`src/rtl/sort_pkg.sv`:
```
// rtl/sort_pkg.sv - shared sizing constants and batch-loader state encoding for the sort datapath
package sort_pkg;

  localparam int ELEM_W = 32;
  localparam int NUM_ELEM = 32;
  localparam logic [ELEM_W-1:0] PAD_VALUE = '1;
  localparam int CNT_W = $clog2(NUM_ELEM + 1);

  typedef enum logic [1:0] {
    FILL   = 2'd0,
    PAD    = 2'd1,
    LAUNCH = 2'd2,
    WAIT   = 2'd3
  } state_t;

endpackage

```
`src/rtl/sort_batch_loader.sv`:
```
// rtl/sort_batch_loader.sv - packs a valid/ready element stream into the sorter input vector
// Short batches are padded with a maximal sentinel; the vector is held until the sorter reports done.
module sort_batch_loader
  import sort_pkg::*;
#(
  parameter int ELEM_W = sort_pkg::ELEM_W,
  parameter int NUM_ELEM = sort_pkg::NUM_ELEM,
  parameter logic [ELEM_W-1:0] PAD_VALUE = '1
) (
  input  logic                         clk,
  input  logic                         rst,
  input  logic                         s_valid,
  output logic                         s_ready,
  input  logic [ELEM_W-1:0]            s_data,
  input  logic                         s_last,
  output logic                         start_sort,
  input  logic                         done_sort,
  output logic [NUM_ELEM*ELEM_W-1:0]   batch_data,
  output logic [$clog2(NUM_ELEM+1)-1:0] batch_count,
  output logic                         busy
);

  localparam int CW = $clog2(NUM_ELEM + 1);
  localparam int IDX_W = (NUM_ELEM > 1) ? $clog2(NUM_ELEM) : 1;

  state_t                     state_q, state_d;
  logic [IDX_W-1:0]           idx_q;
  logic [CW-1:0]              count_q;
  logic                       start_q;
  logic [NUM_ELEM*ELEM_W-1:0] data_q;
  logic [NUM_ELEM-1:0]        slot_en;
  logic                       hs;
  logic                       last_slot;
  logic                       wr_any;
  logic [ELEM_W-1:0]          wr_val;

  // Gated by rst so upstream never sees ready while the loader is held in reset.
  assign s_ready     = (state_q == FILL) && !rst;
  assign busy        = (state_q != FILL);
  assign hs          = s_valid && s_ready;
  assign last_slot   = (idx_q == IDX_W'(NUM_ELEM - 1));
  assign wr_any      = hs || (state_q == PAD);
  assign wr_val      = (state_q == PAD) ? PAD_VALUE : s_data;
  assign start_sort  = start_q;
  assign batch_data  = data_q;
  assign batch_count = count_q;

  always_comb begin
    state_d = state_q;
    case (state_q)
      FILL: begin
        if (hs) begin
          if (last_slot) begin
            state_d = LAUNCH;
          end else if (s_last) begin
            state_d = PAD;
          end
        end
      end
      PAD: begin
        if (last_slot) begin
          state_d = LAUNCH;
        end
      end
      LAUNCH: state_d = WAIT;
      WAIT: begin
        if (done_sort) begin
          state_d = FILL;
        end
      end
      default: state_d = FILL;
    endcase
  end

  always_comb begin
    slot_en = '0;
    for (int k = 0; k < NUM_ELEM; k++) begin
      slot_en[k] = wr_any && (idx_q == IDX_W'(k));
    end
  end

  always_ff @(posedge clk or posedge rst) begin
    if (rst) begin
      state_q <= FILL;
      idx_q   <= '0;
      count_q <= '0;
      start_q <= 1'b0;
    end else begin
      state_q <= state_d;
      start_q <= (state_d == LAUNCH);
      // idx wraps to 0 on the final slot, so it is already cleared when the next batch starts.
      if (wr_any) begin
        idx_q <= last_slot ? '0 : idx_q + 1'b1;
      end
      if (hs) begin
        count_q <= (idx_q == '0) ? CW'(1) : count_q + 1'b1;
      end
    end
  end

  always_ff @(posedge clk or posedge rst) begin
    if (rst) begin
      data_q <= '0;
    end else begin
      for (int k = 0; k < NUM_ELEM; k++) begin
        if (slot_en[k]) begin
          data_q[k*ELEM_W +: ELEM_W] <= wr_val;
        end
      end
    end
  end

endmodule

```
`config.mk`:
```
export PLATFORM = sky130hd
export DESIGN_NAME = sort_batch_loader
export DESIGN_NICKNAME = d
export VERILOG_FILES = /design/src/rtl/sort_pkg.sv /design/src/rtl/sort_batch_loader.sv
export SDC_FILE = /design/constraint.sdc
export NUM_CORES = 2
export LEC_CHECK = 0
export ABC_AREA = 1
export CORE_AREA = 8 8 415 417
export DETAILED_ROUTE_END_ITERATION = 6
export DIE_AREA = 0 0 423 425
export PLACE_DENSITY = 0.55
export SYNTH_ARGS = -nofsm -noshare
export SYNTH_HDL_FRONTEND = slang
export SYNTH_SLANG_ARGS = --single-unit
```
`constraint.sdc`:
```
create_clock -name clk -period 43 [get_ports clk]
set_clock_uncertainty 0.2 [all_clocks]
set_input_delay 4.3 -clock clk [delete_from_list [all_inputs] [get_ports clk]]
set_output_delay 4.3 -clock clk [all_outputs]
set_load 0.01 [all_outputs]
```
# == Word level (Yosys, flattened, before mapping) ==
# Cells that the tools add are included.
# totals
reg_bits,1038
latchBits,0
ramBits,0
mem_bits_ro,0
mem_count,0
# op_classes
add_sub_neg,2
n_mul,0
n_div,0
magnitude_cmp,0
eq_ne,35
shifts,0
mux,9
bitwise_logic,0
reduce_logical,39
# op_table
operator,count
"5-bit == test, second input constant",16
"5-bit by 4-bit == test with 1-bit output, second input constant",8
1-bit logical AND,34
32-bit 2-to-1 mux,1
"5-bit by 3-bit == test with 1-bit output, second input constant",4
"5-bit by 2-bit == test with 1-bit output, second input constant",2
2-bit 2-to-1 mux,5
2-bit case mux with 4 select lines,1
"6-bit by 1-bit adder with 6-bit output, second input constant",1
"2-bit == test, second input constant",3
6-bit 2-to-1 mux,1
"5-bit by 1-bit adder with 5-bit output, second input constant",1
"5-bit by 1-bit == test with 1-bit output, second input constant",1
5-bit logical NOT,1
5-bit 2-to-1 mux,1
"2-bit by 1-bit == test with 1-bit output, second input constant",1
2-bit logical NOT,1
2-bit nonzero test,1
1-bit logical NOT,1
1-bit logical OR,1

# == Depth between registers and ports, before layout ==
# logic_depth
depth_word,6
depth_mapped,9

# == Least setup slack after synthesis ==
# No wires, ideal clock.
# synth_path
kind,in2out
start,input rst
end,output s_ready
arrival_time_ns,26.428
path_slack_ns,12.072
cell_stages,3
n_path_buf,0
path_cell_list,inv_1 -> nand2_1 -> inv_1
# synth_between
elab_chain_len,2
# synth_rtl
element,line_no,source
start: declaration,sort_batch_loader.sv:11,"input logic rst,"
1-bit logical NOT (no source line),n/a,
1-bit logical AND,sort_batch_loader.sv:38,assign s_ready = (state_q == FILL) && !rst;
end: declaration,sort_batch_loader.sv:13,"output logic s_ready,"
# No other way between the ends.

# == Worst setup path in the final report ==
# Ends and elaborated chain as after synthesis.

==> Implementation_results.wiki <==
{| class="wikitable"
! Metric !! Value
|-
| Setup slack after placement || 32.28 ns
|-
| Run status || complete, no violations
|-
| Sw frac || 0.365
|-
| Number of distinct library cell variants in the gate-level netlist after synthesis || 28
|-
| Logic pwr share || 0.411
|-
| CTS resizes || 0
|-
| Count of vias placed by the detailed router || 29600
|-
| Placer Congestion || 0.795
|-
| Power density of the placed cells || 79.6 nW/um2
|-
| Placeable Area || 166000 um2
|-
| LEAKAGE || 24.0 nW
|-
| Int Power || 2.76 mW
|-
| Final HPWL DP || 113 mm
|-
| Number of max-cap violations || 0
|-
| Number of instances in the synthesized netlist || 3584
|-
| Largest net degree at the start of global routing || 165
|-
| Post-Synth Adder-Cell Area || 0.00260
|-
| Critical path class || primary input to output pin
|-
| Setup TNS Final || 0 ns
|-
| Detailed router's first-iteration violation count || 2626
|-
| Sequential fraction of design power || 0.364
|-
| Fraction of final layout cells with drive strength greater than 1 || 0.0986
|-
| Critical Path Most Common Cell || sky130_fd_sc_hd__clkdlybuf4s50_1
|-
| Cell area after synthesis || 38600 um2
|-
| Critical path buffers and inverters || 4
|-
| Main combinational cell family by area after synthesis || compound AO/OA/AOI/OAI gates
|-
| Slack of the worst reg-to-reg path || 39.84 ns
|-
| Number of global-route vias before repair || 29000
|-
| Initial DRT Pass Iterations || 7
|-
| Master of the slowest instance on the critical path || sky130_fd_sc_hd__clkdlybuf4s50_1
|-
| Switching power || 1.58 mW
|-
| Clock tree buffer depth || 3
|-
| Hold-critical path endpoint || batch_data[143]$_DFFE_PP0P_
|-
| Worst Max-Slew Pin Slew || 1.04 ns
|-
| Share of synthesized cell area in and, or, nand and nor gates || 0.124
|-
| Worst relative slew slack || 0.308
|-
| GR Util All Layers || 0.180
|-
| Count of state elements after synthesis || 1038
|-
| Finish-stage setup viols || 0
|-
| Global-route wire length before repair || 234 mm
|-
| Launch instance of the worst register-to-register path || state_q[1]$_DFF_PP0_
|-
| Synthesis Warnings || 0
|-
| Detail Route Antenna Nets || 0
|-
| Share of power burned in the clock network || 0.225
|-
| Worst hold stages || 2
|-
| Stages on worst setup path || 5
|-
| Total global routing overflow || 0
|-
| Num CTS Buffers || 112
|-
| Die Y || 425 um
|-
| Register area share after synthesis || 0.674
|-
| Initial core utilization || 0.232
|-
| Worst Hold Class || register to register
|-
| Unrepaired setup endpoints after global routing || no
|-
| XOR/XNOR share of the synthesized area || 0.000454
|-
| Compound-cell area share of the yosys netlist || 0.149
|-
| DIE WIDTH || 423 um
|-
| Number of remaining DRC errors || 0
|-
| Portion of the clock cycle consumed by the worst path in the final layout || 0.248
|-
| Hold bufs inserted after CTS || 0
|-
| Share of cell area taken by muxes after synthesis || 0
|-
| Port Buf Inserts || 1069
|-
| Total Wirelength || 169 mm
|-
| Clk_lat worst skew || 0.72 ns
|-
| Sort of element at the end of the critical path || output pin
|-
| Shortest period the worst path allows || 10.64 ns
|-
| Maximum vdd ir drop || 0.0738 mV
|-
| Critical path launch point type || primary input
|-
| Number of buffers added for setup after CTS || 0
|-
| Kind of cell with the highest combined delay on the critical path || buffers and inverters
|-
| Average via count per standard cell || 4.34
|-
| PnR Total Power || 4.34 mW
|-
| Number of H-tree branching levels || 3
|-
| Launch instance of the worst min-delay path || batch_data[143]$_DFFE_PP0P_
|-
| Full die area || 180000 um2
|-
| CTS tree || done
|-
| Final worst slack || 32.36 ns
|-
| Number of cell instances on the worst register-to-register path || 7
|-
| Site row count || 150
|-
| Final std cells w/o fill || 6825
|-
| CP max FO || 96
|-
| Detail-routed net length per standard cell || 24.7 um
|-
| Required time at the endpoint of the critical path || 38.50 ns
|-
| Largest stage delay, worst path || 0.55 ns
|-
| Final count of hold timing violations || 0
|-
| Layout Area Growth over Synthesis || 41.6%
|-
| Number of cells after detailed placement || 6614
|-
| Cell breakdown of the critical path || clkdlybuf4s50_1 > inv_8 > nand2_1 > inv_1 > clkdlybuf4s50_1
|-
| CTS clock-pin slew for the worst setup and hold paths || 0.06 ns
|-
| Number of nets in the layout || 4569
|-
| Worst Path Arrival || 6.14 ns
|-
| Total I/O pin count || 1070
|-
| Number of antenna violations at the first check in global routing || 8
|-
| Clock Sinks || 1038
|-
| Cell chosen for the clock root || sky130_fd_sc_hd__clkbuf_16
|-
| Fin. max-slew vios || 0
|-
| Post-synthesis net count || 3629
|-
| Mean instance size in the synthesized netlist || 10.8 um2
|-
| Maximum clock frequency || 94.0 MHz
|-
| Endpoint of the worst-slack reg-to-reg timing path || batch_data[417]$_DFFE_PP0P_
|}
==> flip-flops by register name, summed over array words and instances, names as in the netlist <==
| register | count |
|---|---|
| batch_data | 1024 |
| batch_count | 6 |
| idx_q | 5 |
| state_q | 2 |
| start_sort | 1 |
==> cell usage after synthesis <==
master / n / area share
sky130_fd_sc_hd__ha_1: 8 / 0.0026
sky130_fd_sc_hd__buf_12: 3 / 0.0016
sky130_fd_sc_hd__o21bai_1: 1 / 0.00019
sky130_fd_sc_hd__xor2_1: 1 / 0.00023
sky130_fd_sc_hd__nor2_4: 2 / 0.00058
sky130_fd_sc_hd__inv_2: 3 / 0.00029
sky130_fd_sc_hd__dfrtp_1: 1038 / 0.67
sky130_fd_sc_hd__nand2_1: 1058 / 0.10
sky130_fd_sc_hd__nand3_4: 1 / 0.00045
sky130_fd_sc_hd__buf_4: 2 / 0.00039
sky130_fd_sc_hd__nand2_4: 8 / 0.0023
sky130_fd_sc_hd__nor2_1: 65 / 0.0063
sky130_fd_sc_hd__nand2_2: 14 / 0.0023
sky130_fd_sc_hd__o21ai_1: 413 / 0.054
sky130_fd_sc_hd__o21ai_2: 152 / 0.035
sky130_fd_sc_hd__nand3_1: 16 / 0.0021
sky130_fd_sc_hd__xnor2_1: 1 / 0.00023
sky130_fd_sc_hd__inv_1: 14 / 0.0014
sky130_fd_sc_hd__a21oi_1: 7 / 0.00091
sky130_fd_sc_hd__nor3_1: 2 / 0.00026
sky130_fd_sc_hd__buf_6: 63 / 0.018
sky130_fd_sc_hd__buf_1: 4 / 0.00039
sky130_fd_sc_hd__clkbuf_2: 78 / 0.010
sky130_fd_sc_hd__o21ai_0: 463 / 0.060
sky130_fd_sc_hd__clkbuf_1: 57 / 0.0055
sky130_fd_sc_hd__buf_2: 93 / 0.012
sky130_fd_sc_hd__nor2_2: 6 / 0.00097
sky130_fd_sc_hd__nand2_8: 11 / 0.0057
==> worst reg2reg max path, delay by kind of cell, from the launching register on <==
family                 cells  cell delay, ns
AND/OR/NAND/NOR            2            0.83
flip-flops                 1            0.40
AO/OA/AOI/OAI              1            0.21
buffers and inverters      4            1.37
==> power groups by stage <==
| stage | clock network (mW) | logic, mW | registers [mW] |
|---|---|---|---|
| 6_report | 0.976 | 1.79 | 1.58 |
| 2_1_floorplan | 0 | 0.487 | 1.75 |
| 3_5_place_dp | 0 | 1.82 | 1.59 |
| 3_3_place_gp | 0 | 1.80 | 1.57 |
| 5_1_grt | 1.04 | 1.91 | 1.62 |
| 4_1_cts | 1.00 | 1.82 | 1.58 |
==> per-layer routing <==
metal,wire length (um),vias to the layer above,GRT usage
met5,30,-,0
met1,65000,14700,0.213
met3,11900,262,0.0456
met4,7160,4,0.0736
li1,-,13700,-
met2,84700,1000,0.312
==> layout make-up <==
cell class | instances | area [um2]
timing repair buffer | 1126 | 11200
antenna | 5 | 12.5
fill | 17100 | 111000
inverter | 17 | 73.8
clock buffer | 177 | 3370
multi-input combinational | 2229 | 10900
clock inverter | 29 | 353
sequential | 1038 | 26000
tap | 2204 | 2760
==> cell usage in the layout (no fill, tap or decap), drive strengths merged <==
master,instances
a21oi,7
diode,5
nor2,73
clkbuf,177
nor3,2
inv,20
o21bai,1
bufinv,5
ha,8
clkinvlp,2
buf,57
xnor2,1
clkinv,19
xor2,1
nand2,1091
dfrtp,1038
clkdlybuf4s50,1069
nand3,17
o21ai,1028
==> kinds of logic after synthesis <==
group / count (synthesis)
fa+ha+maj: 8
simple gates: 1183
flops: 1038
buf+inv: 317
compound gates: 1036
xor+xnor: 2
==> worst max-delay path by stage <==
stage / startpoint / to / slack (ns)
global route: rst / s_ready / 32.18
global placement: rst / s_ready / 32.22
CTS: rst / s_ready / 32.28
finish: rst / s_ready / 32.36
floorplan: rst / batch_count[0]$_DFFE_PP0N_ / 9.20
detailed placement: rst / s_ready / 32.28
==> through the flow <==
step	hold slack, ns	utilization	instance area (um2)
after detailed placement	0.266	0.307	50900
final	0.278	0.329	54600
after floorplan	0.317	-	38600
after global placement	0.265	0.307	50900
after CTS	0.281	0.329	54600
after global routing	0.292	0.329	54600
No activity file was read; power rests on OpenSTA's default activity.
